### src/rtl/cache_controller_pkg.sv
// Shared definitions for the MEM-stage data-cache controller: FSM states,
// the CPU-to-cache address base and the word/block widths.
package cache_controller_pkg;

    typedef enum logic [1:0] {
        IDLE    = 2'd0,
        RD_MISS = 2'd1,
        WR      = 2'd2
    } state_t;

    localparam logic [31:0] BASE_ADDR = 32'd1024;
    localparam int          WORD_W    = 32;
    localparam int          BLOCK_W   = 64;

endpackage

### src/rtl/cache_controller_mux2.sv
// Generic 2:1 mux; the controller uses it to pick the requested word
// out of a 64-bit SRAM fill block.
module cache_controller_mux2 #(
    parameter int W = 32
) (
    input  logic         sel,
    input  logic [W-1:0] d0,
    input  logic [W-1:0] d1,
    output logic [W-1:0] y
);

    assign y = sel ? d1 : d0;

endmodule

### src/rtl/cache_controller.sv
// MEM-stage initiator for the 2-way data cache: zero-latency read hits, block
// fill on read miss, write-through no-allocate stores, pipeline freeze via ready.
//
// state   | meaning
// IDLE    | no SRAM transaction outstanding; hits and new requests served here
// RD_MISS | 64-bit block read from SRAM in flight; fill + return word on sram_ready
// WR      | 32-bit word write to SRAM in flight; completes on sram_ready
module cache_controller
    import cache_controller_pkg::*;
#(
    parameter int CADDR_W = 17,
    parameter int CNT_W   = 16
) (
    input  logic               clk,
    input  logic               rst,
    input  logic               mem_r_en,
    input  logic               mem_w_en,
    input  logic [31:0]        address,
    input  logic [31:0]        wdata,
    output logic [31:0]        rdata,
    output logic               ready,
    output logic [CADDR_W-1:0] cache_address,
    output logic [63:0]        cache_write_data,
    output logic               cache_read_en,
    output logic               cache_write_en,
    output logic               cache_invoke,
    input  logic [31:0]        cache_read_data,
    input  logic               cache_hit,
    output logic [31:0]        sram_address,
    output logic [31:0]        sram_wdata,
    output logic               sram_r_en,
    output logic               sram_w_en,
    input  logic [63:0]        sram_rdata,
    input  logic               sram_ready,
    output logic [CNT_W-1:0]   hit_count,
    output logic [CNT_W-1:0]   miss_count
);

    state_t              state;
    logic [31:0]         offset;
    logic [WORD_W-1:0]   fill_word;
    logic                read_req;
    logic                unused_offset_bits;

    // Byte offset from the mapped base wraps modulo 2^32; no range check.
    assign offset             = address - BASE_ADDR;
    assign cache_address      = offset[CADDR_W+1:2];
    assign unused_offset_bits = ^{offset[31:CADDR_W+2], offset[1:0]};

    assign cache_write_data = sram_rdata;
    assign sram_address     = address;
    assign sram_wdata       = wdata;

    // A store wins when both requests are presented together.
    assign read_req = mem_r_en && !mem_w_en;

    cache_controller_mux2 #(.W(WORD_W)) u_word_sel (
        .sel (cache_address[0]),
        .d0  (sram_rdata[WORD_W-1:0]),
        .d1  (sram_rdata[BLOCK_W-1:WORD_W]),
        .y   (fill_word)
    );

    always_comb begin
        ready          = 1'b1;
        rdata          = '0;
        cache_read_en  = 1'b0;
        cache_write_en = 1'b0;
        cache_invoke   = 1'b0;
        sram_r_en      = 1'b0;
        sram_w_en      = 1'b0;
        case (state)
            IDLE: begin
                if (mem_w_en) begin
                    cache_invoke = 1'b1;
                    sram_w_en    = 1'b1;
                    ready        = 1'b0;
                end else if (mem_r_en) begin
                    cache_read_en = 1'b1;
                    if (cache_hit) begin
                        rdata = cache_read_data;
                    end else begin
                        ready     = 1'b0;
                        sram_r_en = 1'b1;
                    end
                end
            end
            RD_MISS: begin
                sram_r_en = 1'b1;
                ready     = 1'b0;
                if (sram_ready) begin
                    cache_write_en = 1'b1;
                    ready          = 1'b1;
                    rdata          = fill_word;
                end
            end
            WR: begin
                sram_w_en = 1'b1;
                ready     = sram_ready;
            end
            default: begin
                ready = 1'b1;
            end
        endcase
    end

    always_ff @(posedge clk or negedge rst) begin
        if (!rst) begin
            state      <= IDLE;
            hit_count  <= '0;
            miss_count <= '0;
        end else begin
            case (state)
                IDLE: begin
                    if (mem_w_en) begin
                        state <= WR;
                    end else if (read_req) begin
                        if (cache_hit) begin
                            if (hit_count != '1)
                                hit_count <= hit_count + CNT_W'(1);
                        end else begin
                            if (miss_count != '1)
                                miss_count <= miss_count + CNT_W'(1);
                            state <= RD_MISS;
                        end
                    end
                end
                RD_MISS: if (sram_ready) state <= IDLE;
                WR:      if (sram_ready) state <= IDLE;
                default: state <= IDLE;
            endcase
        end
    end

endmodule

### config.mk
export PLATFORM = sky130hd
export DESIGN_NAME = cache_controller
export DESIGN_NICKNAME = d
export VERILOG_FILES = /design/src/rtl/cache_controller_pkg.sv /design/src/rtl/cache_controller_mux2.sv /design/src/rtl/cache_controller.sv
export SDC_FILE = /design/constraint.sdc
export NUM_CORES = 1
export LEC_CHECK = 0
export BUFFER_PORTS_ARGS = -buffer_cell sky130_fd_sc_hd__buf_2
export CAP_MARGIN = 25
export CORE_AREA = 5 5 143 145
export DETAILED_ROUTE_END_ITERATION = 8
export DIE_AREA = 0 0 148 150
export RECOVER_POWER = 100
export SLEW_MARGIN = 0
export SYNTH_ARGS = -nofsm -noshare
export SYNTH_HDL_FRONTEND = slang
export SYNTH_SLANG_ARGS = --single-unit
### constraint.sdc
create_clock -name clk -period 2.44 [get_ports clk]
set_input_delay 0.732 -clock clk [delete_from_list [all_inputs] [get_ports clk]]
set_output_delay 0.732 -clock clk [all_outputs]
set_load 0.03 [all_outputs]
== After elaboration in Yosys (flattened, before gate mapping) ==
Cells that the tools add are included.
Word-level totals
  logic and storage cells: 49
  bits in registers: 34
Cells by class
  multiplexer cells: 27
  $add $sub $neg: 3
  equal/unequal tests: 7
  bitwise logic cells: 2
  reductions and logical operators: 7
Operators with widths (number)
  $mux W32: 5
  $pmux W32 S2: 1
  $add A16 B1 Y16 const B: 2
  $ne A16 B16 Y1 const B: 2
  $sub A19 B11 Y19 const B: 1
  $mux W1: 13
  $reduce_and A5 Y1: 2
  $mux W2: 4
  $ne A3 B3 Y1 const B: 2
  $pmux W1 S2: 2
  $pmux W2 S2: 1
  $pmux W1 S3: 1
  $reduce_and A3 Y1: 1
  $eq A2 B1 Y1 const B: 1
  $eq A2 B2 Y1 const B: 1
  $logic_not A2 Y1: 1
  $ne A2 B1 Y1 const B: 1
  $not A1 Y1: 2
  $reduce_or A2 Y1: 1
  $logic_and A1 B1 Y1: 1
  $logic_not A1 Y1: 1

== Logic depth before layout (Yosys ltp) ==
Gate-level depths: netlist (run 1).
  word-level depth: 5
  gate-level depth with buffers: 8

== By module ==
Synthesis (run 1) repeated with hierarchy kept, for this count alone.
Second synthesis, totals
  cells, all modules: 382
  area, all modules: 3763.6 µm²
Modules (own cells, without submodules)
  cache_controller: cells each 346, instances 1, area an instance 3219.3 µm², sequential area each 850.8 µm²
  cache_controller_mux2: cells each 36, instances 1, area an instance 544.3 µm², sequential area each 0.0 µm²

== Worst setup path before layout (run 1) ==
No wires, ideal clock.
  path type: input-to-output
  start point: in address[2]
  end point: out rdata[0]
  cell stages on the path: 4
  setup slack: -275 ps
  arrival: 1983 ps
  required time: 1708 ps
  cells stage by stage: clkbuf_1 buf_2 mux2i_1 o21ai_0
On the way
  longest elaborated chain between the ends: 4
RTL lines
  start: declaration: RTL line cache_controller.sv:18  | input logic [31:0] address,
  $sub A19 B11 Y19: RTL line cache_controller.sv:46  | assign offset = address - BASE_ADDR;
  $mux W32: RTL line cache_controller_mux2.sv:12  | assign y = sel ? d1 : d0;
  $mux W32: RTL line cache_controller.sv:91  | if (sram_ready) begin
  $pmux W32 S2: RTL line cache_controller.sv:72  | case (state)
  end: declaration: RTL line cache_controller.sv:20  | output logic [31:0] rdata,
Every way passes these cells.

== Worst setup path after layout (run 1) ==
  start point: in address[13]
  end point: out cache_address[16]
On the way
  longest elaborated chain between the ends: 1
RTL lines
  $sub A19 B11 Y19: RTL line cache_controller.sv:46
  end: declaration: RTL line cache_controller.sv:22  | output logic [CADDR_W-1:0] cache_address,
Every way passes these cells.

==> reports/results.ini, run 1 <==
[drt]
detail_route.drc_violations=0
via_count=3403
drt_first_pass_iters=4
drt_iter0_drc=77
wl_per_cell_um=16.6
wl_mm=13.6
drt-vias-per-instance=4.15
ant_nets=0

[run_status]
violated_checks=setup timing
outcome=finished with violations

[clocking]
clk_transition_reported_paths_ps=60
cts_tree=done
clkSinkCount=34
cts_inserted_buffers=5
number_of_hold_buffers_added_after_cts=0
clock_tree.root_cell=clkbuf_16
clock_path_buffers=2
htree_levels=2
clk-insertion-delay-late_ps=280

[placed_design]
buffer_ports.inserted=265
routabilityCongestion=0.865
dp_hpwl_mm=10.8
postPlaceCellArea_um2=4500
post-place-cells=803

[final_layout]
final-instance-count-excl-fill=820
flow.area_growth_from_synthesis_pct=43.6
antenna_cells=0
layout_commonest_cell=buf_2
final_core_utilization_pct=26.5
layout.cells.most_common_list=buf_2 (125), clkbuf_1 (99), buf_6 (36)
design_area_um2=5050
share_of_post_route_cells_with_drive_strength_above_1_pct=48.1
design.final.nets=754

[critical_path]
critical_path.startpoint_type=primary input
crit_arrival_ps=1760
timing_worst_setup_path_type=in -> out
worst-endpoint-required_ps=1710
critical_path.endpoint_type=output pin
worst-path-max-fanout=2

[timing]
setup_slack_ps=-48.9
hold_viol_final=0
fin_setup_tns_ps=-309
tightestPinTransition_ps=888
final.setup_skew_ps=8.71
timing.max_slew.rel_slack_pct=40.8
final_period_minus_worst_setup_slack_ps=2490
fin_crit_sh_pct=102
maxClockFrequency_mhz=402
final_report_max_slew_violation_count=0
grt_setup_unrepaired=yes
finalSetupViolations=11

[die]
floorplan.initialDensity_pct=18.4
die_height_um=150
core-area_um2=19100
io_pins=381
std_cell_rows=51
floorplan.die_area_um2=22200
dieWidth_um=148

[global_route]
grt_start_max_net_pins=35
antenna_found_initial=3
overflow=0
gr-usage-all-layers_pct=10.9
global_route_wire_length_before_repair_mm=19.0
grt_pass1_vias=3296

[synthesis]
syn-instance-count=421
post_synthesis_instance_area_um2=3520
netlist-cell-type-count=41
yosysSeqAreaShare_pct=24.2
ys_warn_count=0
synth_nets=594
synthFlopType=dfrtp_1
synth_edf_count=0
synth-seq-cells=34
async_reset_ff_share_pct=100
post_synth.cell_area_avg_um2=8.35

[hold_path]
hold_path_class=reg -> reg

[pwr]
irDropWorstVdd_mv=0.438
p_per_area_nw_per_um2=577
power_leakage_nw=2.48
power.total_mw=2.91

[run]
maxCapViolations=0

stage by stage:
step / hold WS [ps] / setup WS, ps
finish: 501 / -48.9
global route: 520 / -133
global placement: 483 / -193
detailed placement: 488 / -214
CTS: 497 / -41.6
floorplan: 436 / -63.3
state kept, by name, summed over array words and instances (netlist names):
register / flops
state: 2
miss_count: 16
hit_count: 16
area by class of cell:
| type | count | area [µm²] |
|---|---|---|
| Fill cell | 2110 | 14000 |
| Multi-Input combinational cell | 232 | 1860 |
| Timing Repair Buffer | 300 | 1840 |
| Sequential cell | 34 | 851 |
| Tap cell | 238 | 298 |
| Clock buffer | 5 | 125 |
| Clock inverter | 3 | 45.0 |
| Inverter | 8 | 33.8 |
final timing paths:
path / start / end / slack, ps / cells past startpoint
worst min register to register: miss_count[15] / miss_count[15] / 500 / 1
worst min-delay path: miss_count[15] / miss_count[15] / 500 / 1
worst max register to register: miss_count[10] / miss_count[1] / 180 / 4
worst max-delay path: address[13] / cache_address[16] / -50 / 6
min in group asynchronous: rst / miss_count[10] / 570 / 1
max in group asynchronous: rst / hit_count[2] / 1320 / 1
cell families after synthesis:
kind of cell / count (synthesis) / share of synthesized area, %
AO/OA/AOI/OAI: 45 / 7.36
XOR/XNOR: 35 / 8.72
adder cells (fa/ha/maj): 7 / 2.49
buffers and inverters: 155 / 31.2
flip-flops: 34 / 24.2
multiplexers: 34 / 9.75
AND/OR/NAND/NOR: 111 / 16.3
report_power, final:
part | switching, mW | total [mW] | internal (mW)
combinational | 0.919 | 1.47 | 0.551
sequential | 0.0829 | 0.718 | 0.635
clock | 0.244 | 0.726 | 0.481
total | 1.25 | 2.91 | 1.67
cells in the mapped netlist, types with 6 or more instances:
master / number / area share [%]
and3_1: 7 / 1.2
buf_4: 136 / 29
dfrtp_1: 34 / 24
ha_1: 7 / 2.5
inv_1: 8 / 0.85
mux2i_1: 32 / 9.1
nand2_1: 47 / 5.0
nand3_1: 16 / 2.3
nor2_1: 9 / 0.96
nor3_1: 6 / 0.85
o21ai_0: 32 / 4.6
xnor2_1: 19 / 4.7
xor2_1: 16 / 4.0
worst max-delay path: stages:
cell and delay [ps]:
buf_8 100, nor4_4 300, nand2_2 140, nor3_4 170, xor2_2 160, buf_6 150
per-layer routing:
metal	up-vias	GRT usage, %	wire length, µm
li1	1602	-	-
met1	1573	13.3	5350
met2	207	17.2	6350
met3	15	6.39	1810
met4	6	1.34	77
met5	-	0	41
what timing repair did:
item                                    4_1_cts  5_1_grt
endpoints found under the setup margin       36       37
cloned                                        2        0
setup buffers                                 6        3
pin swaps                                     9        9
gates resized for setup                      79       51
No activity file was read; power rests on OpenSTA's default activity.
==> inputs of run 2 (changes only) <==
- PLACE_DENSITY: not set -> 0.52
==> run 2 against run 1 <==
Effect of this change: the flow still finishes with violations (setup timing); fmax rose by 0.90%; highest routed layer unchanged; critical path type is now reg -> out; largest cell class unchanged; critical endpoint is now rdata[9]; clock power shrank 3.3%; clock skew fell by 4.5 ps; design area increased by 1.1%; worst hold slack worse by 12 ps.
==> reports/results.ini, run 2 (synthesis gave the netlist of run 1 again) <==
[critical_path]
critical_path.endpoint_type=output pin
worst-path-max-fanout=8  ; +6
cp_slowest_stage_delay_ps=390  ; +90 ps
critical_path.startpoint_type=register
timing_worst_setup_path_type=reg -> out
critical-path-top-cell-by-count=buf_6
timing.critical_path.cells=inv_2, ha_4, and4b_2, buf_6, buf_16, nand2_1, o21ai_2, buf_6
worst-endpoint-required_ps=1710  ; about the same
crit_arrival_ps=1730  ; -30 ps
critPathTopFamily=buffers and inverters
path_buf_inv=4  ; +2
cp_slowest_cell=dfrtp_1

[placed_design]
dp_hpwl_mm=11.0  ; +1.6%
buffer_ports.inserted=265  ; unchanged
postPlaceCellArea_um2=4390  ; -2.6%
routabilityCongestion=0.791  ; -8.6%

[drt]
drt-vias-per-instance=4.10  ; -1.3%
wl_mm=13.7  ; +0.70%
via_count=3326  ; -2.3%
drt_first_pass_iters=4  ; unchanged
drt_iter0_drc=56  ; -27%
detail_route.drc_violations=0  ; unchanged
wl_per_cell_um=16.9  ; +1.7%
ant_nets=0  ; unchanged

[timing]
maxClockFrequency_mhz=405  ; +0.90%
fin_crit_sh_pct=101  ; -0.91 points
finalSetupViolations=13  ; +2
final.setup_skew_ps=4.20  ; -4.50 ps
setup_slack_ps=-26.8  ; +22.1 ps
tightestPinTransition_ps=873  ; -15.4 ps
timing.max_slew.rel_slack_pct=41.8  ; +1.0 points
final_period_minus_worst_setup_slack_ps=2470  ; -22.1 ps
hold_ws_ps=489  ; -12.0 ps
grt_setup_unrepaired=yes
final_report_max_slew_violation_count=0  ; unchanged
hold_viol_final=0  ; unchanged

[pwr]
p_clk_share_pct=24.1  ; -0.8 points
sw_frac_of_total_pct=42.0  ; -0.76 points
power.switching_mw=1.22  ; -1.9%
power_leakage_nw=2.75  ; +11%
power.total_mw=2.91  ; about the same
internal_portion_of_total_power_mw=1.69  ; +1.2%
irDropWorstVdd_mv=0.338  ; -23%
p_per_area_nw_per_um2=570  ; -1.2%
comb_power_share_pct=51.2  ; +0.7 points
power_frac_seq_pct=24.6  ; about the same

[die]
die_height_um=150  ; unchanged
floorplan.initialDensity_pct=18.4  ; unchanged
std_cell_rows=51  ; unchanged
dieWidth_um=148  ; unchanged
core-area_um2=19100  ; unchanged
floorplan.die_area_um2=22200  ; unchanged
io_pins=381  ; unchanged

[clocking]
htree_levels=2  ; unchanged
clkSinkCount=34  ; unchanged
clock_tree.root_cell=clkbuf_16
clk_transition_reported_paths_ps=50  ; about the same
cts_tree=done
clock_path_buffers=2  ; unchanged
clk-insertion-delay-late_ps=280  ; about the same
cts_inserted_buffers=5  ; unchanged

[final_layout]
share_of_post_route_cells_with_drive_strength_above_1_pct=64.6  ; +17 points
design_area_um2=5110  ; +1.1%
layout_commonest_cell=buf_2
largest_registers=hit_count (16), miss_count (16), state (2)
layout.cells.most_common_list=buf_2 (220), buf_6 (37), dfrtp_1 (34)
antenna_cells=0  ; unchanged
design.final.nets=746  ; -1.1%
flow.area_growth_from_synthesis_pct=45.2

[global_route]
antenna_found_initial=2  ; -1
overflow=0  ; unchanged
grt_start_max_net_pins=35  ; unchanged
gr-usage-all-layers_pct=11.1  ; +0.23 points
grt_pass1_vias=3277  ; -0.58%
global_route_wire_length_before_repair_mm=19.2  ; +1.2%

[hold_path]
hold_path_class=reg -> reg

[run_status]
outcome=finished with violations
violated_checks=setup timing

[run]
maxCapViolations=0  ; unchanged

==> run 2: cell types whose count changed in the layout (fill, tap and decap cells not counted), moves of 2 or more <==
cell	change
nand2_4	+2
o21ai_1	-2
nand2_2	+7
nand2_1	-9
buf_12	-3
clkinvlp_4	-2
o21ai_2	+2
xnor2_1	+2
buf_4	-12
buf_2	+95
clkbuf_1	-89
==> run 2: power by group through the flow <==
stage	logic [mW]	registers [mW]	clock network, mW
after floorplan	0.959	0.833	0
after global placement	1.27	0.732	0
after detailed placement	1.28	0.731	0
after CTS	1.46	0.719	0.730
after global routing	1.60	0.736	0.753
final	1.49	0.717	0.702
==> run 2: cell type report <==
cell class | count | area, µm²
multi-input cells | 232 | 1890
clock buffers | 7 | 133
inverters | 8 | 33.8
repair buffers | 292 | 1870
clock inverters | 1 | 30.0
flip-flops and latches | 34 | 851
well taps | 238 | 298
fillers | 2034 | 14000
==> run 2: path summary, 6_finish.rpt <==
path / start / endpoint / slack (ps) / cells past startpoint
max: state[0] / rdata[9] / -30 / 8
min: hit_count[13] / hit_count[13] / 490 / 1
max reg2reg: state[0] / miss_count[12] / 190 / 9
min reg2reg: hit_count[13] / hit_count[13] / 490 / 1
max in group asynchronous: rst / miss_count[1] / 1330 / 1
min in group asynchronous: rst / hit_count[6] / 560 / 1
==> run 2: metrics by stage <==
stage | utilization [%] | setup WS, ps | TNS [ps] | std cells
after global placement | 23.0 | -181 | -392 | 791
after detailed placement | 23.0 | -197 | -909 | 791
final | 26.8 | -26.8 | -117 | 812
after CTS | 25.9 | -30.2 | -98.7 | 809
after floorplan | - | -63.3 | -68.1 | 421
after global routing | 26.8 | -92.6 | -2670 | 812
==> run 2: metal layers <==
metal | share of wire, % | GRT usage (%)
met1 | 41 | 13.6
met2 | 47 | 18.1
met3 | 10 | 4.54
met4 | 2.0 | 3.14
met5 | 0.16 | 0
==> run 2: repair_timing <==
action	in CTS	in global routing
pin swaps	7	15
setup buffers	8	2
hold buffers	0	0
setup endpoints to repair	34	34
cloned	2	1
gates resized for setup	88	39
